### config.mk
export PLATFORM = sky130hd
export DESIGN_NAME = unidade_acesso_memoria
export DESIGN_NICKNAME = d
export VERILOG_FILES = /design/src/rtl/unidade_acesso_memoria_pkg.sv /design/src/rtl/unidade_acesso_memoria_alinhador.sv /design/src/rtl/unidade_acesso_memoria.sv
export SDC_FILE = /design/constraint.sdc
export NUM_CORES = 1
export LEC_CHECK = 0
export ABC_AREA = 1
export CAP_MARGIN = 20
export CORE_UTILIZATION = 52
export DETAILED_ROUTE_END_ITERATION = 16
export PLACE_DENSITY_LB_ADDON = 0.05
export REMOVE_ABC_BUFFERS = 1
export SKIP_CTS_REPAIR_TIMING = 1
export SLEW_MARGIN = 20
export SYNTH_ARGS = -nofsm -noshare
export SYNTH_HDL_FRONTEND = slang
export SYNTH_SLANG_ARGS = --single-unit
### constraint.sdc
create_clock -name CLK -period 8.55 [get_ports CLK]
set_clock_uncertainty 0.05 [all_clocks]
set_input_delay 2.565 -clock CLK [delete_from_list [all_inputs] [get_ports CLK]]
set_output_delay 2.565 -clock CLK [all_outputs]
set_load 0.01 [all_outputs]
### src/rtl/unidade_acesso_memoria_pkg.sv
// unidade_acesso_memoria_pkg: size codes, FSM states and the alignment rule shared by the load/store unit
package unidade_acesso_memoria_pkg;
    localparam logic [1:0] TAM_BYTE      = 2'b00;
    localparam logic [1:0] TAM_MEIA      = 2'b01;
    localparam logic [1:0] TAM_PALAVRA   = 2'b10;
    localparam logic [1:0] TAM_RESERVADO = 2'b11;
    typedef enum logic [1:0] {
        OCIOSO = 2'b00,
        ACESSO = 2'b01,
        MESCLA = 2'b10,
        FIM    = 2'b11
    } estado_t;
    // The reserved size code is reported as a misalignment so it takes the same error path
    function automatic logic desalinhado(input logic [1:0] tam, input logic [1:0] a);
        return (tam == TAM_MEIA && a[0]) || (tam == TAM_PALAVRA && a != 2'b00) || tam == TAM_RESERVADO;
    endfunction
endpackage

### src/rtl/unidade_acesso_memoria_alinhador.sv
// unidade_acesso_memoria_alinhador: little-endian lane extraction with sign/zero extension and sub-word store merge
module unidade_acesso_memoria_alinhador
    import unidade_acesso_memoria_pkg::*;
#(
    parameter int LARG_DADO = 32
) (
    input  logic [LARG_DADO-1:0] palavra,
    input  logic [LARG_DADO-1:0] dado,
    input  logic [1:0]           endBaixo,
    input  logic [1:0]           tamanho,
    input  logic                 sinal,
    output logic [LARG_DADO-1:0] dadoCarregado,
    output logic [LARG_DADO-1:0] palavraMesclada
);
    logic [4:0]           deslocByte;
    logic [4:0]           deslocMeia;
    logic [7:0]           byteSel;
    logic [15:0]          meiaSel;
    logic [LARG_DADO-1:0] mascara;
    logic [LARG_DADO-1:0] inserido;
    always_comb begin
        deslocByte = {endBaixo, 3'b000};
        deslocMeia = {endBaixo[1], 4'b0000};
        byteSel = palavra[deslocByte +: 8];
        meiaSel = palavra[deslocMeia +: 16];
        dadoCarregado = tamanho == TAM_BYTE ? {{(LARG_DADO-8){sinal & byteSel[7]}}, byteSel}
                      : tamanho == TAM_MEIA ? {{(LARG_DADO-16){sinal & meiaSel[15]}}, meiaSel}
                      : palavra;
        // Only the addressed lanes are replaced; the rest of the word comes back from memory unchanged
        mascara = tamanho == TAM_BYTE ? LARG_DADO'(8'hFF) << deslocByte
                : tamanho == TAM_MEIA ? LARG_DADO'(16'hFFFF) << deslocMeia
                : '1;
        inserido = tamanho == TAM_BYTE ? LARG_DADO'(dado[7:0]) << deslocByte
                 : tamanho == TAM_MEIA ? LARG_DADO'(dado[15:0]) << deslocMeia
                 : dado;
        palavraMesclada = (palavra & ~mascara) | (inserido & mascara);
    end
endmodule

### src/rtl/unidade_acesso_memoria.sv
// unidade_acesso_memoria: load/store unit turning byte-addressed requests into whole-word memory accesses
module unidade_acesso_memoria
    import unidade_acesso_memoria_pkg::*;
#(
    parameter int LARG_DADO = 32,
    parameter int LARG_END  = 8
) (
    input  logic                 CLK,
    input  logic                 RST,
    input  logic                 ReqValido,
    input  logic                 ReqEscrita,
    input  logic [1:0]           ReqTamanho,
    input  logic                 ReqSinal,
    input  logic [31:0]          EndByte,
    input  logic [LARG_DADO-1:0] DadoEscrita,
    output logic                 Pronto,
    output logic                 Concluido,
    output logic                 Erro,
    output logic [LARG_DADO-1:0] DadoLido,
    output logic [LARG_END-1:0]  EndLeitura,
    output logic [LARG_END-1:0]  EndEscrita,
    output logic [LARG_DADO-1:0] DadoMemEscrita,
    output logic                 CTRLEscritaMem,
    input  logic [LARG_DADO-1:0] DadoMemoria
);
    estado_t              estado;
    estado_t              proxEstado;
    logic                 escritaReg;
    logic                 sinalReg;
    logic                 erroReg;
    logic [1:0]           tamReg;
    logic [LARG_END+1:0]  endReg;
    logic [LARG_DADO-1:0] dadoReg;
    logic [LARG_DADO-1:0] lidoReg;
    logic [LARG_DADO-1:0] mescladoReg;
    logic [LARG_DADO-1:0] carregado;
    logic [LARG_DADO-1:0] mesclado;
    logic                 aceite;
    logic                 erroNovo;
    logic                 unusedEnd;

    // Address bits above the memory range are dropped so accesses wrap around
    assign unusedEnd = ^EndByte[31:LARG_END+2];
    assign aceite    = estado == OCIOSO && ReqValido;
    assign erroNovo  = desalinhado(ReqTamanho, EndByte[1:0]);

    unidade_acesso_memoria_alinhador #(.LARG_DADO(LARG_DADO)) alinhador_bytes (
        .palavra        (DadoMemoria),
        .dado           (dadoReg),
        .endBaixo       (endReg[1:0]),
        .tamanho        (tamReg),
        .sinal          (sinalReg),
        .dadoCarregado  (carregado),
        .palavraMesclada(mesclado)
    );

    always_ff @(posedge CLK or posedge RST) begin
        if (RST)
            estado <= OCIOSO;
        else
            estado <= proxEstado;
    end

    always_comb begin
        proxEstado = estado;
        case (estado)
            OCIOSO:  proxEstado = !aceite ? OCIOSO : erroNovo ? FIM : ACESSO;
            ACESSO:  proxEstado = (escritaReg && tamReg != TAM_PALAVRA) ? MESCLA : FIM;
            MESCLA:  proxEstado = FIM;
            default: proxEstado = OCIOSO;
        endcase
    end

    // Write enable depends on state and latched request only, so reset removes it immediately
    always_comb begin
        Pronto         = estado == OCIOSO;
        Concluido      = estado == FIM;
        Erro           = estado == FIM && erroReg;
        DadoLido       = lidoReg;
        EndLeitura     = endReg[LARG_END+1:2];
        EndEscrita     = endReg[LARG_END+1:2];
        CTRLEscritaMem = (estado == ACESSO && escritaReg && tamReg == TAM_PALAVRA) || estado == MESCLA;
        DadoMemEscrita = estado == MESCLA ? mescladoReg : dadoReg;
    end

    always_ff @(posedge CLK or posedge RST) begin
        if (RST) begin
            escritaReg  <= 1'b0;
            sinalReg    <= 1'b0;
            erroReg     <= 1'b0;
            tamReg      <= TAM_BYTE;
            endReg      <= '0;
            dadoReg     <= '0;
            lidoReg     <= '0;
            mescladoReg <= '0;
        end else if (aceite) begin
            escritaReg <= ReqEscrita;
            sinalReg   <= ReqSinal;
            erroReg    <= erroNovo;
            tamReg     <= ReqTamanho;
            endReg     <= EndByte[LARG_END+1:0];
            dadoReg    <= DadoEscrita;
            if (erroNovo && !ReqEscrita)
                lidoReg <= '0;
        end else if (estado == ACESSO) begin
            if (!escritaReg)
                lidoReg <= carregado;
            mescladoReg <= mesclado;
        end
    end
endmodule

# Word level (Yosys, flattened, before mapping)
# Index checks and enable logic that the tools add are counted.
# totals
rom_bits	0
regBits	113
latchBits	0
mem_bits_rw	0
memories	0
wordCells	66
input_bits	103
# classes
n_mux	15
div	0
n_eq_ne	11
order_cmp	0
shift	6
add_sub_neg	0
multipliers	0
bitwise	7
reduce_logical	18
# op_table
operator	n
32-bit two-way mux	11
32-bit AND	2
32-bit NOT	1
32-bit OR	1
32-bit by 6-bit indexed part select with 16-bit output	1
32-bit by 6-bit indexed part select with 8-bit output	1
16-bit by 5-bit left shift with 32-bit output	1
16-bit by 5-bit left shift with 32-bit output (first input constant)	1
8-bit by 5-bit left shift with 32-bit output	1
8-bit by 5-bit left shift with 32-bit output (first input constant)	1
2-bit equality test (second input constant)	5
1-bit logical AND	8
2-bit by 1-bit equality test with 1-bit output (second input constant)	3
2-bit one-hot mux with 3 select lines	1
2-bit zero test	2
2-bit two-way mux	2
2-bit by 1-bit inequality test with 1-bit output (second input constant)	2
2-bit nonzero test	2
1-bit logical OR	3
3-bit AND reduction	1
1-bit AND	2
2-bit inequality test (second input constant)	1
2-bit AND reduction	1
1-bit zero test	1
other kinds (2)	2

# Longest topological paths before layout
# Gate-level depths: netlist of run 1.
# depth
depth_word	7
mapped_depth	11
mapped_depth_nobuf	10

# Cells and area by module
# A second synthesis of run 1 with hierarchy kept.
# hier_totals
hier_cells	959
area_unflattened_um2	6615.1
# by_module_without_submodules
mod	cells_per_inst	area_each_um2	instances	seq_area_each_um2
unidade_acesso_memoria	587	4944.7	1	2827.7
unidade_acesso_memoria_alinhador	372	1670.4	1	0.0

# Least setup slack after synthesis of run 1
# No wires, ideal clock.
# synth_timing
kind	reg-to-output
from	register estado[0]
to	output port DadoMemEscrita[10]
slack_ps	4600
t_required_ps	5935
arrival_time_ps	1335
stages_incl_launch_ff	7
path_buffers	2
cell_sequence	dfrtp_1 inv_1 ha_1 clkbuf_1 clkbuf_1 nand2_1 o21ai_0
# synth_between
elab_chain_len	2
# synth_rtl
item	line	source
start, declared	unidade_acesso_memoria.sv:26	estado_t estado;
start signal, assigned	unidade_acesso_memoria.sv:61	estado <= proxEstado;
2-bit equality test	unidade_acesso_memoria.sv:83	DadoMemEscrita = estado == MESCLA ? mescladoReg : dadoReg;
32-bit two-way mux	unidade_acesso_memoria.sv:83	
end, declared	unidade_acesso_memoria.sv:22	output logic [LARG_DADO-1:0] DadoMemEscrita,
# No other way between the ends.

# Final worst setup path of run 1
# layout_timing
from	register estado[0]
to	output port CTRLEscritaMem
# layout_between
elab_chain_len	4
# layout_rtl
item	line	source
2-bit by 1-bit equality test with 1-bit output	unidade_acesso_memoria.sv:82	CTRLEscritaMem = (estado == ACESSO && escritaReg && tamReg == TAM_PALAVRA) || estado == MESCLA;
1-bit logical AND (2 in a row)	unidade_acesso_memoria.sv:82	
1-bit logical OR *	unidade_acesso_memoria.sv:82	
end, declared	unidade_acesso_memoria.sv:23	output logic CTRLEscritaMem,
# Mark *: on every way between the ends. The rest lies on a longest branch, timed or not.

==> results of run 1 <==
per-layer routing:
metal	up-vias	share of wire, %	global-route usage (%)
li1	3175	-	-
met1	3066	43	42.31
met2	292	47	48.20
met4	0	2.5	10.91
met3	38	7.9	6.723
met5	-	0	0
worst paths after layout:
check	endpoint	slack (ps)	cells after the start	startpoint
min in group asynchronous	endReg[2]	2650	2	RST
hold reg to reg	DadoLido[17]	430	2	DadoLido[17]
setup reg to reg	DadoLido[10]	5420	10	estado[0]
setup / recovery	CTRLEscritaMem	3250	6	estado[0]
max in group asynchronous	mescladoReg[16]	4680	3	RST
hold / removal	DadoLido[17]	430	2	DadoLido[17]
worst min-delay path, delay by kind of cell (launching register included):
family,cells,cell delay [ps]
DFF,1,340
and+or+nand+nor,2,100
cells by family (layout without fill, tap and decap cells):
family,Yosys count,in the layout
adder cells (fa/ha/maj),5,5
AND/OR/NAND/NOR,550,550
flip-flops,113,113
buffers and inverters,121,264
AO/OA/AOI/OAI,138,138
area by class of cell:
cell class | instances | area, um2
fill | 1081 | 3492
multi-input combinational | 693 | 3176
sequential | 113 | 2828
timing repair buffer | 170 | 1707
clock buffer | 23 | 488.0
inverter | 65 | 254.0
tap | 168 | 210.2
clock inverter | 6 | 57.56
where the power goes:
| group | switching, mW | total, mW | internal [mW] |
|---|---|---|---|
| logic | 1.17 | 1.98 | 0.813 |
| registers | 0.203 | 0.988 | 0.785 |
| clock network | 0.238 | 0.661 | 0.422 |
flip-flops by register name (all words and copies together) (netlist names):
name         cells
erroReg          1
dadoReg         32
DadoLido        32
endReg          10
mescladoReg     32
escritaReg       1
sinalReg         1
tamReg           2
estado           2
stage by stage:
step,hold slack (ps),utilization (%),setup WS (ps)
2_1_floorplan,398.9,-,2948
3_3_place_gp,414.2,66.71,3031
3_5_place_dp,414.7,66.71,2979
4_1_cts,428.8,71.18,3258
5_1_grt,435.7,71.40,3035
6_report,427.9,71.40,3254
synth_stat cells:
master	count	share of area, %
nand2_1	383	22
dfrtp_1	113	43
nor2_1	83	4.7
o21ai_0	79	6.0
inv_1	57	3.2
nand3_1	52	3.9
clkbuf_1	25	1.4
o21ai_1	23	1.7
a21oi_1	17	1.3
buf_4	12	1.4
nand3_2	8	1.2
buf_2	7	0.53
o22ai_2	7	1.3
buf_6	5	0.85
ha_1	5	0.95
inv_2	5	0.28
nor2_2	5	0.47
o211ai_1	5	0.57
nand2_4	4	0.68
nor2_4	4	0.68
or2_2	3	0.28
buf_1	2	0.11
buf_8	2	0.45
clkbuf_8	2	0.42
nand4_1	2	0.19
nor2_8	2	0.61
nor3_1	2	0.15
a21oi_4	1	0.25
a22oi_1	1	0.11
and2_1	1	0.095
clkinv_1	1	0.057
dlymetal6s2s_1	1	0.19
inv_4	1	0.095
inv_6	1	0.13
nand3_4	1	0.27
o211ai_2	1	0.19
o21a_1	1	0.11
o21ai_2	1	0.13
o21ai_4	1	0.25
o21bai_1	1	0.11
==> metrics, run 1 <==
status=finished clean; Ant. Diodes=0; Fin Setup TNS=0 ps; Sink Count=113; FP Rows=40; Mapped Cells=around 930; fin nets=~1.2k; CTS tree=done; final max-slew violation count=0; Placer Congestion=between 0.9 and 1; Top-Level Pins=187; FMAX=about 0.19 GHz; Crit Path Category=reg2out; Die Y=between 100 and 150 um; vias in the first global route=approximately 6k; core area=approximately 12,000 um2; Inst Count DP=about 1.2k; CTS buffer count=17; drt drc=0; register area share after synthesis=42.79%; peak supply drop=roughly 0.4 mV; distinct cell type count after synthesis=40; global-route congestion overflow total=0; max incr delay on CP=around 560 ps; worst path bufs/invs=4; most frequent cells in the layout=nand2_1, clkdlybuf4s50_1, dfrtp_1; hold crit path type=reg2reg; drt pass-1 iters=6; worst slew pin tran=935.0 ps; main combinational cell family by area after synthesis=simple AND/OR/NAND/NOR gates; CP Capture Type=primary output; H-tree depth=4; slowest CP cell=clkdlybuf4s50_1; Power Total=around 3.6 mW; post-synthesis simple-gate area fraction=35.05%; critical path arrival=about 2700 ps; RSZ-0062 raised after global routing=false; xor and xnor area share after synthesis=0%; fin cells=1,238; share of layout cells above drive strength 1=7.383%; Area Overhead vs Synth=31.96%; Static Leak=around 4.2 nW; Worst setup SP type=flop; first-pass GRT wire length=just over 30,000 um; Via density=roughly 5.3; Post-Syn Area=6608 um2; Avg WL per Cell=15.62 um; Initial Utilization=54.11%; period utilization=about three fifths; max cap viols=0; power per cell area=416.1 nW/um2; clock-pin slew on the worst setup and hold paths=around 50 ps; largest net degree at the start of global routing=74; synth warn=0; post-synthesis mux area share=0%; design area=8720 um2; Clk Latency, worst-skew pair=around 410 ps; Top delay family on crit path=buffers and inverters; worst-case clock buffer depth=2; CP cell instances=inv_1 -> ha_1 -> buf_4 -> inv_1 -> nand2_1 -> clkdlybuf4s50_1; ANT nets after route=0; Area after DPL=between 8000 and 9000 um2; Compound-Gate Fraction of Synth Area=between 10% and 20%; root buffer cell=clkbuf_16; slew margin rel.=approximately 38%; Synth Area in Adders=less than 1%; worst path required time=~5900 ps; # port buffers=approximately 160; DP HPWL=between 10,000 and 15,000 um; # setup viols final=0; drt total wl=19,340 um; Die ar.=between 10,000 and 15,000 um2; die width=roughly 110 um; via count=6,571; CP dominant cell by count=inv_1; Synth Register Bits=between 100 and 150; Avg Synthesized Cell Area=~7 um2; initial antenna violation count=0; commonest non-fill, non-tap cell in the layout=nand2_1; GRT Util Overall=between 30 and 40%; final hold vios=0; Crit Path Max Fanout=between 50 and 60; min Tclk post-route=between 5000 and 6000 ps; initial DRC count=688
Power figures use the tool's default switching activity.
==> run 2: changes to the inputs <==
Settings changed: CORE_UTILIZATION 52 to 49.
Clock period 8.55 ns to 5.4 ns, I/O delays scaled along.
==> metrics, run 2 (synthesis gave the netlist of run 1 again) <==
cell internal pwr=roughly 3.4 mW; share of layout cells above drive strength 1=around 7.9%; CTS tree=done; Die ar.=~14,000 um2; GRT Util Overall=29.35%; worst-case clock buffer depth=2; clock-pin slew on the worst setup and hold paths=around 50 ps; design area=between 8000 and 9000 um2; final hold vios=0; commonest non-fill, non-tap cell in the layout=nand2_1; Logic pwr share=between 50% and 60%; FP Rows=between 40 and 50; die width=roughly 120 um; root buffer cell=clkbuf_16; hold wc startpoint=DadoLido[27]; peak supply drop=0.4635 mV; hold crit path type=reg2reg; gr busiest metal=met2; global-route congestion overflow total=0; Worst Hold Depth=2; met2 Use GR=47.35%; Seq pwr share=between 20% and 30%; Via density=5.211; CP Capture Type=primary output; Ant. Diodes=0; largest net degree at the start of global routing=67; worst slew pin tran=around 900 ps; Placer Congestion=roughly 0.87; Clk Latency, worst-skew pair=about 420 ps; Crit Path Category=reg2out; drt pass-1 iters=5; via count=approximately 6.5k; most frequent cells in the layout=nand2_1, clkdlybuf4s50_1, dfrtp_1; period utilization=79.70%; # port buffers=between 150 and 200; worst path required time=3730 ps; Initial Utilization=50.09%; min Tclk post-route=roughly 4300 ps; Clk pwr share=a little over a fifth; Fin Setup TNS=0 ps; # setup viols final=0; status=finished clean; R2R Path Start=tamReg[1]; Avg WL per Cell=about 16 um; critical path arrival=2630 ps; CTS buffer count=17; Top-Level Pins=about 190; slew margin rel.=39.99%; Crit Path Max Fanout=between 50 and 60; worst r2r dst=mescladoReg[10]; slowest CP cell=clkdlybuf4s50_1; core area=13,190 um2; initial antenna violation count=0; drt drc=0; Top delay family on crit path=buffers and inverters; DP HPWL=roughly 13,000 um; R2R setup slack=between 2000 and 3000 ps; first-pass GRT wire length=about 32,000 um; max incr delay on CP=~550 ps; Switching Share=a little over two fifths; FMAX=roughly 0.23 GHz; Sink Count=113; CP dominant cell by count=inv_1; Worst setup SP type=flop; power per cell area=around 670 nW/um2; drt total wl=19,720 um; grt met1 use=about 39%; Area Overhead vs Synth=33.59%; RSZ-0062 raised after global routing=false; vias in the first global route=6,319; Power Total=~5.9 mW; final max-slew violation count=0; Die Y=between 100 and 150 um; CP cell instances=inv_1 -> ha_1 -> buf_4 -> inv_1 -> nand2_1 -> clkdlybuf4s50_1; met3 usage=6.008%; H-tree depth=4; initial DRC count=539; fin nets=between 1k and 1.5k; hold endpoint=DadoLido[27]; worst path bufs/invs=4; Sw Pwr=about 2.6 mW; Static Leak=around 4.3 nW; reg2reg path depth=8; max cap viols=0; ANT nets after route=0; Filler cells=approximately 1.2k; Area after DPL=about 8200 um2
[run 2: cell count changes in the layout (fill, tap and decap cells not counted), sizes merged]
cell    before  now
buf          6    7
clkinv       5    6
clkbuf      23   21
bufinv       1    5
[run 2: worst reg2reg max path: stages (launching register included)]
cell and delay, ps:
dfrtp_1 630, inv_2 640, nand2_4 280, nor2_4 430, nor2_2 200, nand2_1 100
nand2_1 50, o21ai_0 160, nand2_1 70
[run 2: worst max-delay path by stage]
stage | cells after the start | end | from
detailed placement | 7 | DadoLido[7] | ReqValido
floorplan | 1 | DadoLido[0] | RST
finish | 6 | CTRLEscritaMem | estado[0]
CTS | 6 | CTRLEscritaMem | estado[0]
global route | 6 | CTRLEscritaMem | estado[0]
global placement | 7 | DadoLido[7] | ReqValido
[run 2: final cells by class]
cell class                 instances  area, um2  area share (%)
multi-input combinational        693       3178           36.00
clock buffer                      21      470.5           5.330
inverter                          65      254.0           2.877
clock inverter                    11      182.7           2.069
timing repair buffer             171       1694           19.19
sequential                       113       2828           32.03
tap                              176      220.2           2.495
[run 2: stage by stage]
step	worst slack [ps]	instances	utilization, %	hold WS [ps]
2_1_floorplan	742.6	871	-	398.9
3_3_place_gp	1362	1218	61.95	412.7
3_5_place_dp	1303	1218	61.95	413.8
4_1_cts	1092	1250	66.90	428.7
5_1_grt	917.9	1250	66.92	445.0
6_report	1096	1250	66.92	426.6
[run 2: power groups by stage]
stage	sequential (mW)	clock (mW)	combinational, mW
final	1.57	1.25	3.12
after global placement	1.57	0	3.05
after floorplan	1.56	0	1.78
after detailed placement	1.57	0	3.09
after global routing	1.61	1.30	3.46
after CTS	1.56	1.26	3.12
[run 2: routing by layer]
layer / wire length (um) / up-vias
met2: 9116 / 265
li1: - / 3189
met3: 1384 / 40
met5: 0 / -
met1: 8644 / 3020
met4: 573 / 0
==> run 3: changes to the inputs <==
Settings changed: CORE_UTILIZATION 49 to 44.
Clock period 5.4 ns to 3.9 ns, I/O delays scaled along.
==> metrics, run 3 (synthesis gave the netlist of run 1 again) <==
root buffer cell=clkbuf_16; ANT nets after route=0; Via density=just over 5; commonest non-fill, non-tap cell in the layout=nand2_1; hold crit path type=reg2reg; Ant. Diodes=0; design area=8806 um2; max cap viols=0; CTS tree=done; period utilization=92.67%; worst setup path startpoint=estado[0]; Top-Level Pins=around 190; CP Capture Type=primary output; H-tree depth=4; fin cells=1,257; R2R setup slack=roughly 1200 ps; worst slew pin tran=~850 ps; global-route congestion overflow total=0; Initial Utilization=a little under half; final core utilization=about three fifths; via count=6,403; R2R Path Start=tamReg[1]; drt pass-1 iters=5; Power Total=~8.1 mW; core area=~15,000 um2; Die ar.=15,510 um2; Clk Latency, worst-skew pair=420 ps; Inst Count DP=about 1.2k; Crit Path Category=reg2out; Filler cells=roughly 1.4k; power per cell area=between 900 and 1000 nW/um2; die width=about 120 um; fin nets=~1.2k; Worst setup SP type=flop; Die Y=roughly 120 um; min Tclk post-route=between 3000 and 4000 ps; drt drc=0; sequential cell area=approximately 2800 um2; worst path required time=~2700 ps; slew margin rel.=43.52%; Placer Congestion=0.8911; Fin Hold WS=423.9 ps; footprint of the multi-input gates=between 3000 and 4000 um2; CTS buffer count=17; hold wc startpoint=DadoLido[5]; initial antenna violation count=0; drt total wl=19,710 um; clock-pin slew on the worst setup and hold paths=approximately 50 ps; final max-slew violation count=0; first-pass GRT wire length=between 30,000 and 40,000 um; initial DRC count=496; peak supply drop=approximately 0.6 mV; Static Leak=approximately 4.3 nW; largest net degree at the start of global routing=63; worst-case clock buffer depth=2; # port buffers=about 160; DP HPWL=~14,000 um; RSZ-0062 raised after global routing=false; FP Rows=44; vias in the first global route=roughly 6.2k; Avg WL per Cell=15.68 um; # setup viols final=0; final hold vios=0; most frequent cells in the layout=nand2_1, clkdlybuf4s50_1, dfrtp_1; FMAX=approximately 0.28 GHz; status=finished clean; Sink Count=113; Area after DPL=about 8200 um2; critical path arrival=roughly 2400 ps; Crit Path Max Fanout=24; share of layout cells above drive strength 1=under 10%; GRT Util Overall=roughly a quarter; Area Overhead vs Synth=33.27%
## run 3: where the power goes
| part | switching (mW) | internal [mW] |
|---|---|---|
| Combinational | 2.55 | 1.78 |
| Clock | 0.521 | 1.06 |
| Sequential | 0.451 | 1.72 |
## run 3: layout make-up
class | instances | area share (%)
Sequential cell | 113 | 32.11
Clock buffer | 24 | 5.584
Timing Repair Buffer | 173 | 19.55
Multi-Input combinational cell | 693 | 36.09
Inverter | 65 | 2.884
Tap cell | 184 | 2.614
Clock inverter | 5 | 1.165
## run 3: path summary, 6_finish.rpt
check                      depth (start not counted)            endpoint
setup / recovery                                   6  DadoMemEscrita[10]
hold / removal                                     2         DadoLido[5]
setup reg to reg                                   8     mescladoReg[11]
hold reg to reg                                    2         DadoLido[5]
max in group asynchronous                          3        DadoLido[27]
min in group asynchronous                          2           endReg[4]
## run 3: metrics by stage
step	setup slack, ps	TNS (ps)
6_report	285.9	0
5_1_grt	140.1	0
4_1_cts	112.4	0
3_5_place_dp	556.4	0
3_3_place_gp	577.4	0
2_1_floorplan	-307.4	-34730
## run 3: metal layers
layer	GRT usage (%)	vias to the layer above	routed length, um
met3	4.897	32	1283
met1	35.98	2941	8934
met4	9.922	0	442
li1	-	3185	-
met2	41.57	245	9052
met5	0	-	0
## run 3: critical path: stages (launching register included)
cell	delay [ps]
dfrtp_1	410
inv_1	100
ha_2	360
buf_4	320
nand2_1	80
o21ai_0	110
clkdlybuf4s50_1	580
